File: src/rtl/hdlc_tx_channel.sv
// ---------------------------------------------------------------------------
// hdlc_tx_channel
//   HDLC transmit bit engine. Serialises bytes from the Tx buffer onto Tx,
//   one bit per Clk, LSB first. It frames each message with 0x7E flags,
//   inserts a 0 after ONES_LIMIT consecutive data ones, and generates the
//   abort pattern. Between frames it drives an idle line of ones. FCS bytes
//   arrive from upstream as ordinary data bytes.
//
// Ports
//   Clk              clock, all logic on the rising edge
//   Rst              synchronous reset, active-high
//   Tx_Start         pulse: begin a frame (accepted only while Tx_Busy=0)
//   Tx_Data[7:0]     next byte to send
//   Tx_DataValid     Tx_Data / Tx_LastByte hold a byte
//   Tx_LastByte      Tx_Data is the final byte of the frame
//   Tx_AbortFrame    pulse: abort the frame in progress
//   Tx_RdBuff        pulse: the byte offered on Tx_Data has been taken
//   Tx               serial line, registered
//   Tx_Busy          frame, abort or minimum-idle gap in progress
//   Tx_Done          pulse: frame completed normally
//   Tx_AbortedTrans  level: last frame was aborted; cleared by next Tx_Start
//   DbgState         current FSM state, for observation only
//
// Buffer handshake: Tx_DataValid acts as the valid signal and Tx_RdBuff as
//   the registered consume strobe. A byte is taken at the rising edge that
//   ends the last bit cycle of the start flag or of the current byte, if
//   Tx_DataValid is high at that edge. Tx_RdBuff is then high for the one
//   cycle that follows. The buffer must keep Tx_Data, Tx_LastByte and
//   Tx_DataValid stable until it sees Tx_RdBuff, and only then advance.
//   If no byte is valid at a take point, the frame is aborted.
// ---------------------------------------------------------------------------
module hdlc_tx_channel #(
    parameter int ONES_LIMIT = 5,
    parameter int MIN_IDLE   = 8
) (
    input  logic       Clk,
    input  logic       Rst,
    input  logic       Tx_Start,
    input  logic [7:0] Tx_Data,
    input  logic       Tx_DataValid,
    input  logic       Tx_LastByte,
    input  logic       Tx_AbortFrame,
    output logic       Tx_RdBuff,
    output logic       Tx,
    output logic       Tx_Busy,
    output logic       Tx_Done,
    output logic       Tx_AbortedTrans,
    output logic [2:0] DbgState
);

    typedef enum logic [2:0] {
        IDLE  = 3'd0,
        SFLAG = 3'd1,
        DATA  = 3'd2,
        EFLAG = 3'd3,
        ABORT = 3'd4,
        GAP   = 3'd5
    } state_t;

    localparam logic [7:0] FLAG = 8'h7E;
    localparam int OW = $clog2(ONES_LIMIT + 1);
    localparam int GW = (MIN_IDLE > 1) ? $clog2(MIN_IDLE) : 1;
    localparam logic [OW-1:0] ONES_LAST = OW'(ONES_LIMIT - 1);
    localparam logic [GW-1:0] GAP_LAST  = GW'(MIN_IDLE - 1);

    state_t        state;
    logic [2:0]    bitCnt;
    logic [2:0]    nextBit;
    logic [OW-1:0] onesCnt;
    logic [GW-1:0] gapCnt;
    logic [7:0]    shReg;
    logic          lastLatched;
    logic          stuffNow;     // the bit currently on Tx is an inserted 0
    logic          curBit;
    logic          needStuff;
    logic          byteEnd;
    logic          fetchPoint;

    assign nextBit = bitCnt + 3'd1;
    assign curBit  = shReg[bitCnt];

    // The data 1 now on the line completes a run of ONES_LIMIT ones, so the
    // next cycle must carry an inserted 0.
    assign needStuff = (state == DATA) && !stuffNow && curBit && (onesCnt == ONES_LAST);

    // A stuff bit that follows bit 7 still belongs to the current byte. The
    // byte therefore ends on that stuff cycle, not on bit 7.
    assign byteEnd = (state == DATA) && (bitCnt == 3'd7) && !needStuff;

    assign fetchPoint = ((state == SFLAG) && (bitCnt == 3'd7)) || (byteEnd && !lastLatched);

    assign Tx_Busy  = (state != IDLE);
    assign DbgState = state;

    always_ff @(posedge Clk) begin
        if (Rst) begin
            state           <= IDLE;
            Tx              <= 1'b1;
            bitCnt          <= 3'd0;
            onesCnt         <= '0;
            gapCnt          <= '0;
            shReg           <= 8'h00;
            lastLatched     <= 1'b0;
            stuffNow        <= 1'b0;
            Tx_RdBuff       <= 1'b0;
            Tx_Done         <= 1'b0;
            Tx_AbortedTrans <= 1'b0;
        end else begin
            Tx_RdBuff <= 1'b0;
            Tx_Done   <= 1'b0;
            case (state)
                IDLE: begin
                    Tx <= 1'b1;
                    // A simultaneous Tx_AbortFrame is meaningless here and is ignored.
                    if (Tx_Start) begin
                        state           <= SFLAG;
                        bitCnt          <= 3'd0;
                        onesCnt         <= '0;
                        stuffNow        <= 1'b0;
                        lastLatched     <= 1'b0;
                        Tx              <= FLAG[0];
                        Tx_AbortedTrans <= 1'b0;
                    end
                end

                SFLAG, DATA: begin
                    // Track the run of transmitted data ones. Flags never count.
                    if (state == DATA && !stuffNow && curBit)
                        onesCnt <= onesCnt + OW'(1);
                    else
                        onesCnt <= '0;

                    if (Tx_AbortFrame) begin
                        // Abort has priority over any byte fetch due this edge.
                        state           <= ABORT;
                        bitCnt          <= 3'd0;
                        stuffNow        <= 1'b0;
                        onesCnt         <= '0;
                        Tx              <= 1'b0;
                        Tx_AbortedTrans <= 1'b1;
                    end else if (fetchPoint) begin
                        if (Tx_DataValid) begin
                            state       <= DATA;
                            shReg       <= Tx_Data;
                            lastLatched <= Tx_LastByte;
                            Tx_RdBuff   <= 1'b1;
                            bitCnt      <= 3'd0;
                            stuffNow    <= 1'b0;
                            Tx          <= Tx_Data[0];
                        end else begin
                            // Underrun: the buffer has nothing to give mid-frame.
                            state           <= ABORT;
                            bitCnt          <= 3'd0;
                            stuffNow        <= 1'b0;
                            onesCnt         <= '0;
                            Tx              <= 1'b0;
                            Tx_AbortedTrans <= 1'b1;
                        end
                    end else if (state == SFLAG) begin
                        bitCnt <= nextBit;
                        Tx     <= FLAG[nextBit];
                    end else if (byteEnd) begin
                        // The last byte is done, so send the closing flag.
                        state    <= EFLAG;
                        bitCnt   <= 3'd0;
                        stuffNow <= 1'b0;
                        onesCnt  <= '0;
                        Tx       <= FLAG[0];
                    end else if (needStuff) begin
                        // bitCnt holds, so the stuff bit does not consume a data bit.
                        stuffNow <= 1'b1;
                        Tx       <= 1'b0;
                    end else begin
                        stuffNow <= 1'b0;
                        bitCnt   <= nextBit;
                        Tx       <= shReg[nextBit];
                    end
                end

                EFLAG: begin
                    onesCnt <= '0;
                    if (Tx_AbortFrame) begin
                        state           <= ABORT;
                        bitCnt          <= 3'd0;
                        Tx              <= 1'b0;
                        Tx_AbortedTrans <= 1'b1;
                    end else if (bitCnt == 3'd7) begin
                        state   <= GAP;
                        gapCnt  <= '0;
                        Tx      <= 1'b1;
                        Tx_Done <= 1'b1;
                    end else begin
                        bitCnt <= nextBit;
                        Tx     <= FLAG[nextBit];
                    end
                end

                ABORT: begin
                    // The pattern is one 0 followed by seven 1s, then the idle gap.
                    Tx <= 1'b1;
                    if (bitCnt == 3'd7) begin
                        state  <= GAP;
                        gapCnt <= '0;
                    end else begin
                        bitCnt <= nextBit;
                    end
                end

                GAP: begin
                    Tx <= 1'b1;
                    if (gapCnt == GAP_LAST)
                        state <= IDLE;
                    else
                        gapCnt <= gapCnt + GW'(1);
                end

                default: begin
                    state <= IDLE;
                    Tx    <= 1'b1;
                end
            endcase
        end
    end

endmodule

File: config.mk
export PLATFORM = sky130hd
export DESIGN_NAME = hdlc_tx_channel
export DESIGN_NICKNAME = d
export VERILOG_FILES = /design/src/rtl/hdlc_tx_channel.sv
export SDC_FILE = /design/constraint.sdc
export NUM_CORES = 1
export LEC_CHECK = 0
export BUFFER_PORTS_ARGS = -buffer_cell sky130_fd_sc_hd__buf_4
export CORE_MARGIN = 2
export CORE_UTILIZATION = 57
export CTS_BUF_LIST = sky130_fd_sc_hd__clkbuf_4 sky130_fd_sc_hd__clkbuf_8 sky130_fd_sc_hd__clkbuf_16
export DETAILED_ROUTE_END_ITERATION = 12
export PLACE_DENSITY = 0.79
export SYNTH_ARGS = -nofsm -noshare
export SYNTH_HDL_FRONTEND = slang
export SYNTH_SLANG_ARGS = --single-unit
export TNS_END_PERCENT = 1
File: constraint.sdc
create_clock -name Clk -period 2.3 [get_ports Clk]
set_input_delay 0.23 -clock Clk [delete_from_list [all_inputs] [get_ports Clk]]
set_output_delay 0.23 -clock Clk [all_outputs]
set_load 0.005 [all_outputs]
# After elaboration in Yosys (flattened, before gate mapping)
# Memory sizes are Yosys's and may differ from the RTL's.
# Cells that the tools add are included.
# totals
ff_bits,26
rom_bits,8
inputBits,14
output_inout_bits,8
word_cells,133
memories,1
# memory_table
memory,depth,word_bits,rd,rd_ports_with_merged_regs,wr,line_no,text
(name not given),8,1,1,0,0,194,Tx <= FLAG[nextBit];
# op_classes
addsub,3
n_lt_le_gt_ge,2
n_eq_ne,21
n_mux,63
bitwise,4
n_reduce_logical,28
# op_table
operator,n
2-to-1 mux 3 bit,26
2-to-1 mux 1 bit,27
one-hot mux 3 bit (3 select lines),2
!= test 2 bit (second input constant),8
== test 3 bit (second input constant),5
one-hot mux 3 bit (5 select lines),1
one-hot mux 3 bit (4 select lines),1
AND reduction 5 bit,2
adder 3 x 1 -> 3 bit (second input constant),3
AND reduction 3 bit,3
nonzero test 3 bit,3
less-than comparator 3 x 4 -> 1 bit (second input constant),2
!= test 4 bit (second input constant),2
AND reduction 4 bit,2
logical AND 1 bit,7
binary-select mux 1 bit (select 3 bit),2
== test 3 x 2 -> 1 bit (second input constant),2
!= test 3 bit (second input constant),2
!= test 6 bit (second input constant),1
one-hot mux 1 bit (3 select lines),2
inverter 1 bit,4
one-hot mux 1 bit (2 select lines),2
nonzero test 4 bit,1
OR reduction 4 bit,1
8 further kinds,10

# Logic depth before layout (Yosys ltp)
# depth
ltp_word,11
mapped_depth,10
ltp_nobuf,8

# Least setup slack after synthesis
# OpenSTA, ideal clock, no wires.
# synth_timing
path_kind,register -> register
from,reg bitCnt[1]
to,reg Tx_AbortedTrans
setup_time_ps,58
t_arrival_ps,1994
t_required_ps,2242
setup_slack_ps,248
path_stages_with_launch,9
n_path_buf,1
period_less_slack_ps,2052
cell_sequence,dfxtp_1 -> ha_1 -> ha_1 -> clkbuf_1 -> and4bb_2 -> nor2b_1 -> nand2_1 -> a2111oi_0 -> o21a_1
# synth_between
elab_chain_cells,10
elab_cells_between_ends,13
cone_classes,eq/ne (2); mux (2); reduce/logical (9)
# synth_rtl
item,line_no,text
from (decl),67,logic [2:0] bitCnt;
from (signal assigned),160,bitCnt <= nextBit;
from (signal assigned),175,bitCnt <= nextBit;
from (signal assigned),193,bitCnt <= nextBit;
binary-select mux 1 bit (select 3 bit),80,assign curBit = shReg[bitCnt];
2-to-1 mux 1 bit (implied by the code),80,
logical AND 1 bit (2 in a row),84,assign needStuff = (state == DATA) && !stuffNow && curBit && (onesCnt == ONES_LAST);
logical NOT 1 bit,88,assign byteEnd = (state == DATA) && (bitCnt == 3'd7) && !needStuff;
logical AND 1 bit,88,
logical AND 1 bit,90,assign fetchPoint = ((state == SFLAG) && (bitCnt == 3'd7)) || (byteEnd && !lastLatched);
logical OR 1 bit *,90,
!= test 3 bit (no line) *,--,
AND reduction 5 bit (no line) *,--,
to (signal assigned),107,Tx_AbortedTrans <= 1'b0;
to (signal assigned),122,Tx_AbortedTrans <= 1'b0;
to (signal assigned),140,Tx_AbortedTrans <= 1'b1;
to (decl),47,"output logic Tx_AbortedTrans,"
# Mark *: on every way between the ends. The rest lies on a longest branch, timed or not. The select of a mux whose other input is x is not followed.
# A chain may end at the register's enable or synchronous reset.

# Final worst setup path
# layout_timing
from,reg bitCnt[0]
to,reg Tx
# layout_between
elab_chain_cells,11
elab_cells_between_ends,24
cone_classes,add/sub (1); eq/ne (1); mux (13); reduce/logical (8); memory (1)
# layout_rtl
item,line_no,text
branches (longest 10 deep; another with adder 3 x 1 -> 3 bit),--,
one-hot mux 1 bit (3 select lines) *,111,case (state)
to (signal assigned),149,Tx <= Tx_Data[0];
to (signal assigned),161,Tx <= FLAG[nextBit];
to (signal assigned),168,Tx <= FLAG[0];
to (decl),44,"output logic Tx,"
# Mark *: on every way between the ends. The select of a mux whose other input is x is not followed.

==> qor.yml <==
clocking:
  cts-root-buf: "clkbuf_4"
  holdBufCountCts: 0
  clk_path_buf_depth: 2
  clk_latency_ps: 320
  h-tree-depth: 1
  cts_tree: "yes"
  cts_sinks: 26
  clk_pin_slew_worst_paths_ps: 140
  cts_buffers: 3
worst_setup_path:
  worstPathRequired_ps: 2500
  r2r-start: "bitCnt[0]$_SDFFE_PP0P_"
  max_stage_delay_ps: 520
  worstReg2RegEnd: "Tx$_SDFF_PP1_"
  cp_max_fo: 6
  cp_slowest_cell: "mux4_2"
  critical_path_class: "register to register"
  ff2ff_path_depth: 7
  rrSetupSlack_ps: 180
  cp_cell_sequence: "inv_1 > ha_1 > mux4_2 > mux2i_1 > a21oi_1 > a22oi_1 > o221ai_1"
  cp-end-kind: "register"
  critPathLaunchType: "register"
  cp.arrival_ps: 2320
yosys:
  yosysTopAreaCell: "dfxtp_1"
  ys.warnings.count: 0
  synth_common_cells: "33 x nor2_1, 26 x dfxtp_1, 16 x mux2i_1"
  ys_seq_area_frac: 0.310
  syn_inst: 204
  synth.distinct_cells: 48
  synth_top_family_by_area: "simple AND/OR/NAND/NOR gates"
  synth_compound_area_frac: 0.184
  synth_area_um2: 1680
  yosys.area_share.simple: 0.260
  synth_xor_area_frac: 0.00522
  synth_area_per_cell_um2: 8.22
  synth_edf_count: 0
  muxShareOfSynthArea: 0.122
  synth_fp_nets: 226
  synth_fa_ha_area_frac: 0.0597
  yosys-top-cells-area: "dfxtp_1 31%, mux2i_1 9.6%, nor2_1 7.4%"
  synth_top_cell_area_share: 0.310
  synth_most_common_cell: "nor2_1"
  async_flop_share: 0
  ys.flop_type: "dfxtp_1"
  synth_seq_cells: 26
routing:
  first_pass_iters: 5
  drtIter0Drc: 86
  routed_via_density: 6.37
  route.detailed.drc: 0
  vias: 1612
  wire_per_inst_um: 16.4
  ant_nets: 0
  wl_um: 4160
timing:
  skew_ps: 0.723
  rsz0062_at_grt: "no"
  fmax_ghz: 0.471
  setup_viol: 0
  drv_slew: 0
  whs_ps: 127
  tightest_slew_ps: 415
  fin_ws_ps: 178
  fin_crit_ps: 2120
  fin_tns_setup_ps: 0
  finalCritPeriodShare: 0.923
  hold_violations: 0
  slew_headroom: 0.721
run:
  drv_cap: 0
place:
  dp_hpwl_um: 3150
  numPortBuffers: 21
  place.gp.congestion: 0.890
  post-place-ws_ps: 194
hold_path:
  holdPathStages: 3
  min_to: "shReg[4]$_SDFFE_PP0P_"
  min_from: "Tx_Data[4]"
  hold_class: "input port to register"
power_and_ir_drop:
  ir_worst_vdd_mv: 0.546
  p_per_area_nw_per_um2: 677
  leakage_uw: 0.000816
die:
  die_area_um2: 3390
  coreArea_um2: 2780
  initial_utilization: 0.603
  rows: 19
  die_x_um: 58.2
  die_h_um: 58.2
  num_io_pins: 22
global_routing:
  grt_pass1_wl_um: 7050
  grt_max_degree: 30
  antenna_found_initial: 0
  grt_pass1_vias: 1505
  overflow: 0
  grt_usage: 0.270
cells_and_area:
  multiInputGateArea_um2: 1060
  register_area_um2: 520
  final_util: 0.677
  antennaDiodeCount: 0
  n_fill_cell: 252
  drive_above_1_share: 0.171
  nets: 246
  synthToLayoutAreaGrowth_pct: 12.4
outcome:
  status: "complete, no violations"
[worst max-delay path, delay by kind of cell (launching register included)]
family                   cells  cell delay (ps)
AO/OA/AOI/OAI                3              350
adder cells (fa/ha/maj)      1              410
buffers and inverters        1              100
flip-flops                   1              450
multiplexers                 2              670
[cells in the final DEF (no fill, tap or decap), types with 5 or more instances in the layout]
cell type and instances:
mux2i_1 16, buf_4 27, a21oi_1 8, nor3_1 6, ha_1 8, nor2_1 33
o21ai_0 8, nand2b_1 9, nand3b_1 5, nand3_1 5, dfxtp_1 26, nand2_1 9
inv_1 11
[state kept, by name (all words and copies together), names as in the netlist]
signal	count
DbgState	3
Tx	1
Tx_AbortedTrans	1
Tx_Done	1
Tx_RdBuff	1
bitCnt	3
gapCnt	3
lastLatched	1
onesCnt	3
shReg	8
stuffNow	1
[cells by family after synthesis]
| kind of cell | count (synthesis) |
|---|---|
| adder cells (fa/ha/maj) | 8 |
| multiplexers | 18 |
| XOR/XNOR | 1 |
| AO/OA/AOI/OAI | 43 |
| AND/OR/NAND/NOR | 85 |
| flip-flops | 26 |
| buffers and inverters | 23 |
[power by group]
part / switching (uW) / internal, uW
combinational: 330 / 234
clock: 136 / 61.6
sequential: 30.7 / 483
[per-stage QoR]
step | cell area, um2 | instances | power, uW
after floorplan | 1680 | 204 | 873
after global placement | 1860 | 250 | 1070
after detailed placement | 1860 | 250 | 1060
after CTS | 1880 | 253 | 1260
after global routing | 1880 | 253 | 1340
final | 1880 | 253 | 1280
[final cells by class]
cell class                 count  area share
timing repair buffer          27       0.108
clock buffer                   3      0.0120
inverter                      11      0.0219
tap                           31      0.0206
sequential                    26       0.276
multi-input combinational    155       0.562
[worst max-delay path by stage]
stage          slack, ps                           end              startpoint  depth (start not counted)
6_report             180                 Tx$_SDFF_PP1_  bitCnt[0]$_SDFFE_PP0P_                          7
5_1_grt               10  Tx_AbortedTrans$_SDFFE_PP0P_  bitCnt[1]$_SDFFE_PP0P_                          7
4_1_cts              200                 Tx$_SDFF_PP1_  bitCnt[0]$_SDFFE_PP0P_                          7
3_5_place_dp         190                 Tx$_SDFF_PP1_  bitCnt[0]$_SDFFE_PP0P_                          7
3_3_place_gp         200                 Tx$_SDFF_PP1_  bitCnt[0]$_SDFFE_PP0P_                          7
2_1_floorplan        250  Tx_AbortedTrans$_SDFFE_PP0P_  bitCnt[1]$_SDFFE_PP0P_                          8
[layer usage]
metal  global-route usage  vias to the layer above  share of wire
met2                0.432                       93           0.48
li1                     -                      771              -
met4                0.110                        0          0.025
met5                    0                        -              0
met3               0.0268                       14          0.071
met1                0.373                      734           0.42
[what timing repair did]
item,CTS,global route
setup buffers,0,0
resized for setup,0,1
hold endpoints to repair,0,0
endpoints found under the setup margin,0,1
No activity file was read; power rests on OpenSTA's default activity.
